**config.mk**
```make
export PLATFORM = sky130hd
export DESIGN_NAME = logic_unit_seq_flat
export DESIGN_NICKNAME = d
export VERILOG_FILES = /design/src/rtl/logic_unit_seq_if.sv /design/src/rtl/logic_unit_seq.sv /design/src/flat_wrapper.sv
export SDC_FILE = /design/constraint.sdc
export NUM_CORES = 1
export LEC_CHECK = 0
export CORE_UTILIZATION = 41
export CTS_CLUSTER_DIAMETER = 120
export DETAILED_ROUTE_END_ITERATION = 10
export HOLD_SLACK_MARGIN = 0.12
export PLACE_DENSITY = 0.66
export SYNTH_ARGS = -nofsm -noshare
export SYNTH_HDL_FRONTEND = slang
export SYNTH_SLANG_ARGS = --single-unit
```
**constraint.sdc**
```tcl
create_clock -name clock -period 1.9 [get_ports clock]
set_input_delay 0.38 -clock clock [delete_from_list [all_inputs] [get_ports clock]]
set_output_delay 0.38 -clock clock [all_outputs]
set_load 0.02 [all_outputs]
```
**src/rtl/logic_unit_seq_if.sv**
```systemverilog
// Purpose : request/result bundle for logic_unit_seq.
// Signals : start/op/in1/in2 run from the requester to the unit.
//           busy/done/out/zero run from the unit back to the requester.
// Modports: master = requester (control unit or bench), slave = logic unit.
interface logic_unit_seq_if #(
   parameter int unsigned WIDTH = 4
);
   logic             start;
   logic [1:0]       op;
   logic [WIDTH-1:0] in1;
   logic [WIDTH-1:0] in2;
   logic             busy;
   logic             done;
   logic [WIDTH-1:0] out;
   logic             zero;

   modport master (
      output start, op, in1, in2,
      input  busy, done, out, zero
   );

   modport slave (
      input  start, op, in1, in2,
      output busy, done, out, zero
   );
endinterface

```
**src/rtl/logic_unit_seq.sv**
```systemverilog
// Purpose : multi-cycle bitwise logic unit. It applies AND/OR/XOR/NOR to two
//           WIDTH-bit operands, LANE bits per clock, over WIDTH/LANE cycles.
//           A start/busy/done handshake reports progress, and a zero flag
//           describes the last completed result.
// Ports   : clock - system clock, rising edge
//           reset - asynchronous, active-high
//           bus   - logic_unit_seq_if.slave (start, op, in1, in2 -> busy, done, out, zero)
// Opcodes : 00 AND, 01 OR, 10 XOR, 11 NOR
module logic_unit_seq #(
   parameter int unsigned WIDTH = 4,
   parameter int unsigned LANE  = 1
) (
   input logic             clock,
   input logic             reset,
   logic_unit_seq_if.slave bus
);
   localparam int unsigned N    = WIDTH / LANE;
   localparam int unsigned CW   = (N > 1) ? $clog2(N) : 1;
   localparam logic [CW-1:0] LAST = CW'(N - 1);

   typedef enum logic [1:0] {
      S_IDLE = 2'd0,
      S_RUN  = 2'd1,
      S_DONE = 2'd2
   } state_t;

   state_t           r_state;
   state_t           w_next_state;
   logic             w_accept;
   logic             w_step;
   logic             w_last;
   logic [CW-1:0]    r_cnt;
   logic [1:0]       r_op;
   logic [WIDTH-1:0] r_a;
   logic [WIDTH-1:0] r_b;
   logic [WIDTH-1:0] r_out;
   logic [WIDTH-1:0] w_res;
   logic [WIDTH-1:0] w_out_next;
   logic             r_busy;
   logic             r_done;
   logic             r_zero;

   // Full-width function of the captured operands. The operation is purely
   // bitwise, so lane i of this word is exactly the lane-i result.
   always_comb begin
      w_res = '0;
      case (r_op)
         2'b00:   w_res = r_a & r_b;
         2'b01:   w_res = r_a | r_b;
         2'b10:   w_res = r_a ^ r_b;
         default: w_res = ~(r_a | r_b);
      endcase
   end

   // Merge only the lane selected by the counter into the result register.
   always_comb begin
      w_out_next = r_out;
      for (int unsigned i = 0; i < N; i++) begin
         if (CW'(i) == r_cnt) begin
            w_out_next[i*LANE +: LANE] = w_res[i*LANE +: LANE];
         end
      end
   end

   // Next-state decode. start is honoured only in IDLE or DONE.
   always_comb begin
      w_next_state = r_state;
      w_accept     = 1'b0;
      w_step       = 1'b0;
      w_last       = (r_cnt == LAST);
      case (r_state)
         S_IDLE: begin
            if (bus.start) begin
               w_accept     = 1'b1;
               w_next_state = S_RUN;
            end
         end
         S_RUN: begin
            w_step = 1'b1;
            if (w_last) begin
               w_next_state = S_DONE;
            end
         end
         S_DONE: begin
            if (bus.start) begin
               w_accept     = 1'b1;
               w_next_state = S_RUN;
            end else begin
               w_next_state = S_IDLE;
            end
         end
         default: w_next_state = S_IDLE;
      endcase
   end

   // State register.
   always_ff @(posedge clock or posedge reset) begin
      if (reset) begin
         r_state <= S_IDLE;
      end else begin
         r_state <= w_next_state;
      end
   end

   // Datapath and registered handshake outputs.
   always_ff @(posedge clock or posedge reset) begin
      if (reset) begin
         r_a    <= '0;
         r_b    <= '0;
         r_op   <= '0;
         r_cnt  <= '0;
         r_out  <= '0;
         r_zero <= 1'b0;
         r_busy <= 1'b0;
         r_done <= 1'b0;
      end else begin
         r_busy <= (w_next_state == S_RUN);
         r_done <= (w_next_state == S_DONE);
         if (w_accept) begin
            r_a   <= bus.in1;
            r_b   <= bus.in2;
            r_op  <= bus.op;
            r_cnt <= '0;
            r_out <= '0;
         end else if (w_step) begin
            r_out <= w_out_next;
            r_cnt <= w_last ? '0 : r_cnt + CW'(1);
            // zero covers the final lane being written this cycle
            if (w_last) begin
               r_zero <= (w_out_next == '0);
            end
         end
      end
   end

   assign bus.busy = r_busy;
   assign bus.done = r_done;
   assign bus.out  = r_out;
   assign bus.zero = r_zero;
endmodule

```
**src/flat_wrapper.sv**
```systemverilog
// flat-port wrapper written by rule: the top's interface ports become plain ports
module logic_unit_seq_flat 
#(
   parameter int unsigned WIDTH = 4,
   parameter int unsigned LANE  = 1
)
  (clock, reset, bus_start, bus_op, bus_in1, bus_in2, bus_busy, bus_done, bus_out, bus_zero);
  logic_unit_seq_if #(.WIDTH(WIDTH)) bus_i ();
  input logic clock;
  input logic reset;
  input wire logic [$bits(bus_i.start)-1:0] bus_start;
  input wire logic [$bits(bus_i.op)-1:0] bus_op;
  input wire logic [$bits(bus_i.in1)-1:0] bus_in1;
  input wire logic [$bits(bus_i.in2)-1:0] bus_in2;
  output wire logic [$bits(bus_i.busy)-1:0] bus_busy;
  output wire logic [$bits(bus_i.done)-1:0] bus_done;
  output wire logic [$bits(bus_i.out)-1:0] bus_out;
  output wire logic [$bits(bus_i.zero)-1:0] bus_zero;
  assign bus_i.start = bus_start;
  assign bus_i.op = bus_op;
  assign bus_i.in1 = bus_in1;
  assign bus_i.in2 = bus_in2;
  assign bus_busy = bus_i.busy;
  assign bus_done = bus_i.done;
  assign bus_out = bus_i.out;
  assign bus_zero = bus_i.zero;
  logic_unit_seq #(.WIDTH(WIDTH), .LANE(LANE)) u_core (.clock(clock), .reset(reset), .bus(bus_i));
endmodule
```
---- Word level (Yosys, flattened, before mapping) ----
Index checks and enable logic that the tools add are counted.
cells by class
  equality and inequality tests ........... 10
  reductions and logical operators ........ 7
  bitwise gates (word level) .............. 5
  add/sub/neg operators ................... 1
  muxes and demuxes ....................... 17
operators by type and width
  kind                   count
  $pmux W4 S3            1
  $mux W2                5
  $eq A2 B2 Y1 const B   4
  $mux W1                8
  $mux W4                2
  $eq A2 B1 Y1 const B   3
  $logic_not A2 Y1       3
  $pmux W2 S3            1
  $and A4 B4 Y4          1
  $eq A2 B2 Y1 const A   2
  $logic_not A4 Y1       1
  $not A4 Y4             1
  $or A4 B4 Y4           1
  $xor A4 B4 Y4          1
  $reduce_and A3 Y1      1
  $add A2 B1 Y2 const B  1
  $eq A1 B2 Y1 const A   1
  $reduce_bool A2 Y1     1
  $reduce_or A2 Y1       1
  $not A1 Y1             1
storage, ports and cells
  bits in registers ....................... 21
  output and inout bits ................... 7
  logic and storage cells ................. 49
  bits of input ports ..................... 13

---- Longest topological paths before layout ----
Gate-level depths: netlist (run 1).
  word-level depth ........................ 6
  mapped depth ............................ 7
  depth with buffers taken out ............ 7

---- Worst setup path after synthesis (run 1) ----
OpenSTA, ideal clock, no wires.
  path type ............................... reg-to-reg
  from .................................... register u_core.r_cnt[0]
  to ...................................... register u_core.r_zero (netlist: u_core.bus.zero)
  setup time .............................. 0.123 ns
  required time ........................... 1.777 ns
  path buffers ............................ 0
  path slack .............................. 0.486 ns
  period minus slack after synthesis ...... 1.414 ns
  stages on the path, launching flop included .. 8
  arrival ................................. 1.291 ns
  cells stage by stage .................... dfrtp_1 inv_1 ha_1 inv_1 a2111oi_2 a211oi_2 nand4_1 o21ai_1
on the way
  word-level cells in the longest chain between the ends .. 3
  elaborated cells between the ends (all ways) .. 11
  those cells by class .................... 4 x eq/ne; 4 x mux; 3 x reduce/logical
ends and longest elaborated chain
  what                                        RTL line               text
  from (decl)                                 logic_unit_seq.sv:32   logic [CW-1:0] r_cnt;
  from (signal assigned)                      logic_unit_seq.sv:127  r_cnt <= w_last ? '0 : r_cnt + CW'(1);
  $eq A1 B2 Y1, or another cell as far along  logic_unit_seq.sv:59   if (CW'(i) == r_cnt) begin
  $mux W1                                     logic_unit_seq.sv:59
  $logic_not A4 Y1                            logic_unit_seq.sv:130  r_zero <= (w_out_next == '0);
  to (signal assigned)                        logic_unit_seq.sv:130
  to (decl)                                   logic_unit_seq.sv:41   logic r_zero;
Several ways; a longest one is shown, not always the timed one.
A chain may end at the register's enable or synchronous reset.

---- Final worst setup path (run 1) ----
  from .................................... register u_core.r_out[0] (netlist: u_core.bus.out[0])
  to ...................................... output port bus_out[0]
RTL lines
  what                    RTL line               text
  from (decl)             logic_unit_seq.sv:36   logic [WIDTH-1:0] r_out;
  from (signal assigned)  logic_unit_seq.sv:126  r_out <= w_out_next;
  to (decl)               flat_wrapper.sv:17     output wire logic [$bits(bus_i.out)-1:0] bus_out;
No word-level cell between the ends.

==> impl_metrics.tcl, run 1 <==
set metrics [dict create \
    nNetsFinal 156 \
    dr_total_vias 839 \
    vdd_drop_max_v 0.000908 \
    area_delta_synth_final_pct 21.3 \
    grt_max_degree 22 \
    grt-ovfl-total 0 \
    clock_sinks 21 \
    min-delay-path-class "input pin to async pin" \
    root_buffer "clkbuf_4" \
    r2r_start "u_core.r_cnt[0]$_DFFE_PP0P_" \
    preCtsSetupSlack_ns 0.260 \
    grt_usage_pct 16.2 \
    finalClockSkew_ns 0.00486 \
    grt_pass1_vias 923 \
    synth_seq_cells 21 \
    clk_pin_slew_ns 0.12 \
    power.leakage_nw 0.673 \
    grt_first_pass_wirelength_mm 3.84 \
    crit_arrival_ns 1.34 \
    r2r_slack_ns 0.28 \
    design.core.area_um2 2730 \
    top_usage_layer "met2" \
    endpoint "bus_out[0]" \
    critical-path-max-stage-delay_ns 0.62 \
    hold_violations 0 \
    cts_made_buffers 3 \
    worst-path-stages 1 \
    reg2regPathDepth 7 \
    finalSetupViolations 0 \
    dp_hpwl_mm 1.60 \
    cts_post_setup_buffers_inserted 0 \
    worstSetupStartpoint "u_core.bus.out[0]$_DFFE_PP0P_" \
    crit_type "flop to output port" \
    clock.fmax_mhz 580 \
    io_buffer_count 19 \
    synth.distinct_cells 24 \
    max_cap_violations 0 \
    clockBufferDepth 2 \
    r2r_end "u_core.bus.zero$_DFFE_PP0P_" \
    dr.pass1.iters 4 \
    wl_mm 2.16 \
    gr-usage-met3_pct 2.79 \
    cp_max_fo 3 \
    slew_viol_final 0 \
    syn-num-nets 133 \
    start_util_pct 43.1 \
    worst_slew_pin_slew_ns 0.544 \
    yosysWarnings 0 \
    io_pins 20 \
    synth_edf_count 0 \
    cts_max_level 1 \
    postRouteAntennaNets 0 \
    avgSynthCellArea_um2 10.9 \
    rsz0062_at_grt "no" \
    status "complete, no violations" \
    die_area_um2 3090 \
    period_share_pct 90.8 \
    dieWidth_um 55.6 \
    period_minus_slack_ns 1.72 \
    routedWlPerCell_um 13.4 \
    global_route.usage.met1_pct 18.1 \
    die_h_um 55.6 \
    p_per_area_nw_per_um2 1580 \
    worst_setup_path_start_kind "flop" \
    fin_setup_tns_ns 0 \
    met2_usage_pct 29.8 \
    crit_chain "clkdlybuf4s50_1" \
    drt_first_iter_violations 9 \
    cts_resized 0 \
    slew_headroom_pct 63.7 \
    placementRows 19 \
    avgViaCountPerCell 5.21 \
    gp_congestion 0.756 \
    cp_slowest_cell "clkdlybuf4s50_1" \
    syn_inst 108 \
    drc 0 \
    n_antenna_cell 0 \
    fin_ws_ns 0.176 \
    tritoncts "yes" \
    ys_seq_area_share_pct 44.6 \
    antenna_found_initial 0 \
    worstSkewPairLatency_ns 0.32 \
    netlist_area_um2 1180 \
    cp-end-kind "output port" \
    drive_gt1_share_pct 17.7 \
    final_util_pct 52.2 \
    cp_num_buf_inv 1 \
    ys_async_sr_fraction_pct 100 \
    cts_hold_buf 0 \
    ys.flop_type "dfrtp_1" \
    cp.required_ns 1.52 \
    path_delay_family "buffers and inverters" \
]
metrics by stage:
step	total power, W	hold slack (ns)	std cells	cell area, um2
floorplan	0.00172	0.357	108	1180
global placement	0.00198	0.475	157	1400
detailed placement	0.00206	0.493	157	1400
CTS	0.00229	0.385	161	1430
global route	0.00248	0.423	161	1430
finish	0.00225	0.375	161	1430
synthesized netlist by cell type, drive strengths merged, types with 2 or more instances:
library cell	instances	share of area, %
a2111oi	3	3.8
a211oi	4	3.8
and2	2	1.1
buf	3	1.8
dfrtp	21	45
ha	12	13
inv	16	5.1
mux2	11	11
mux2i	3	2.6
nand2	8	2.6
nand2b	2	1.1
nor2	8	2.6
o21ai	9	3.8
state kept, by name, summed over array words and instances, names as in the netlist:
register / flops
u_core.bus.out: 4
u_core.r_b: 4
u_core.bus.busy: 1
u_core.r_state: 2
u_core.bus.zero: 1
u_core.r_a: 4
u_core.r_op: 2
u_core.bus.done: 1
u_core.r_cnt: 2
power breakdown:
group | internal (W) | leakage [nW] | total [W] | switching (W)
clock | 0.0000790 | 0.0177 | 0.000220 | 0.000141
combinational | 0.000578 | 0.398 | 0.00115 | 0.000573
sequential | 0.000651 | 0.258 | 0.000881 | 0.000230
cell usage in the layout, fill, tap and decap left out, types with 2 or more instances in the layout:
cell type	n
o21ai_0	4
mux2_2	9
nor2_1	8
clkbuf_4	3
ha_1	12
nand2b_1	2
mux2i_1	3
a211oi_2	3
clkdlybuf4s50_1	19
inv_1	16
and2_1	2
a2111oi_2	3
buf_4	2
nand2_1	8
dfrtp_1	21
o21ai_1	5
layout make-up:
| type | instances | area, um2 |
|---|---|---|
| Tap cell | 31 | 38.8 |
| Fill cell | 263 | 1310 |
| Clock inverter | 1 | 5.00 |
| Sequential cell | 21 | 526 |
| Multi-Input combinational cell | 68 | 571 |
| Clock buffer | 3 | 22.5 |
| Inverter | 16 | 60.1 |
| Timing Repair Buffer | 21 | 205 |
logic make-up (layout without fill, tap and decap cells):
logic type               Yosys count  after routing  synth area share [%]
buffers and inverters             19             41                  6.91
multiplexers                      14             14                  13.4
AND/OR/NAND/NOR                   23             23                  8.71
AO/OA/AOI/OAI                     19             19                  13.6
flip-flops                        21             21                  44.6
adder cells (fa/ha/maj)           12             12                  12.8
per-layer routing:
metal	up-vias	share of wire, %
li1	407	-
met1	417	42
met2	10	54
met3	5	2.0
met4	0	2.5
met5	-	0
how the worst min path moves through the flow:
stage / from / endpoint / slack [ns] / cells past startpoint
global placement: u_core.bus.zero$_DFFE_PP0P_ / u_core.bus.zero$_DFFE_PP0P_ / 0.47 / 2
CTS: reset / u_core.bus.done$_DFF_PP0_ / 0.38 / 3
detailed placement: u_core.bus.zero$_DFFE_PP0P_ / u_core.bus.zero$_DFFE_PP0P_ / 0.49 / 2
global route: reset / u_core.bus.done$_DFF_PP0_ / 0.42 / 3
floorplan: reset / u_core.bus.busy$_DFF_PP0_ / 0.36 / 1
finish: reset / u_core.bus.done$_DFF_PP0_ / 0.38 / 3
Note: power is estimated with default switching activity, not from simulation.
==> run 2, diff against run 1 <==
- GPL_ROUTABILITY_DRIVEN: default -> 0
- SKIP_LAST_GASP: default -> 1
==> results of run 2 <==
The final DEF is identical to that of run 1; final timing and power are the same.
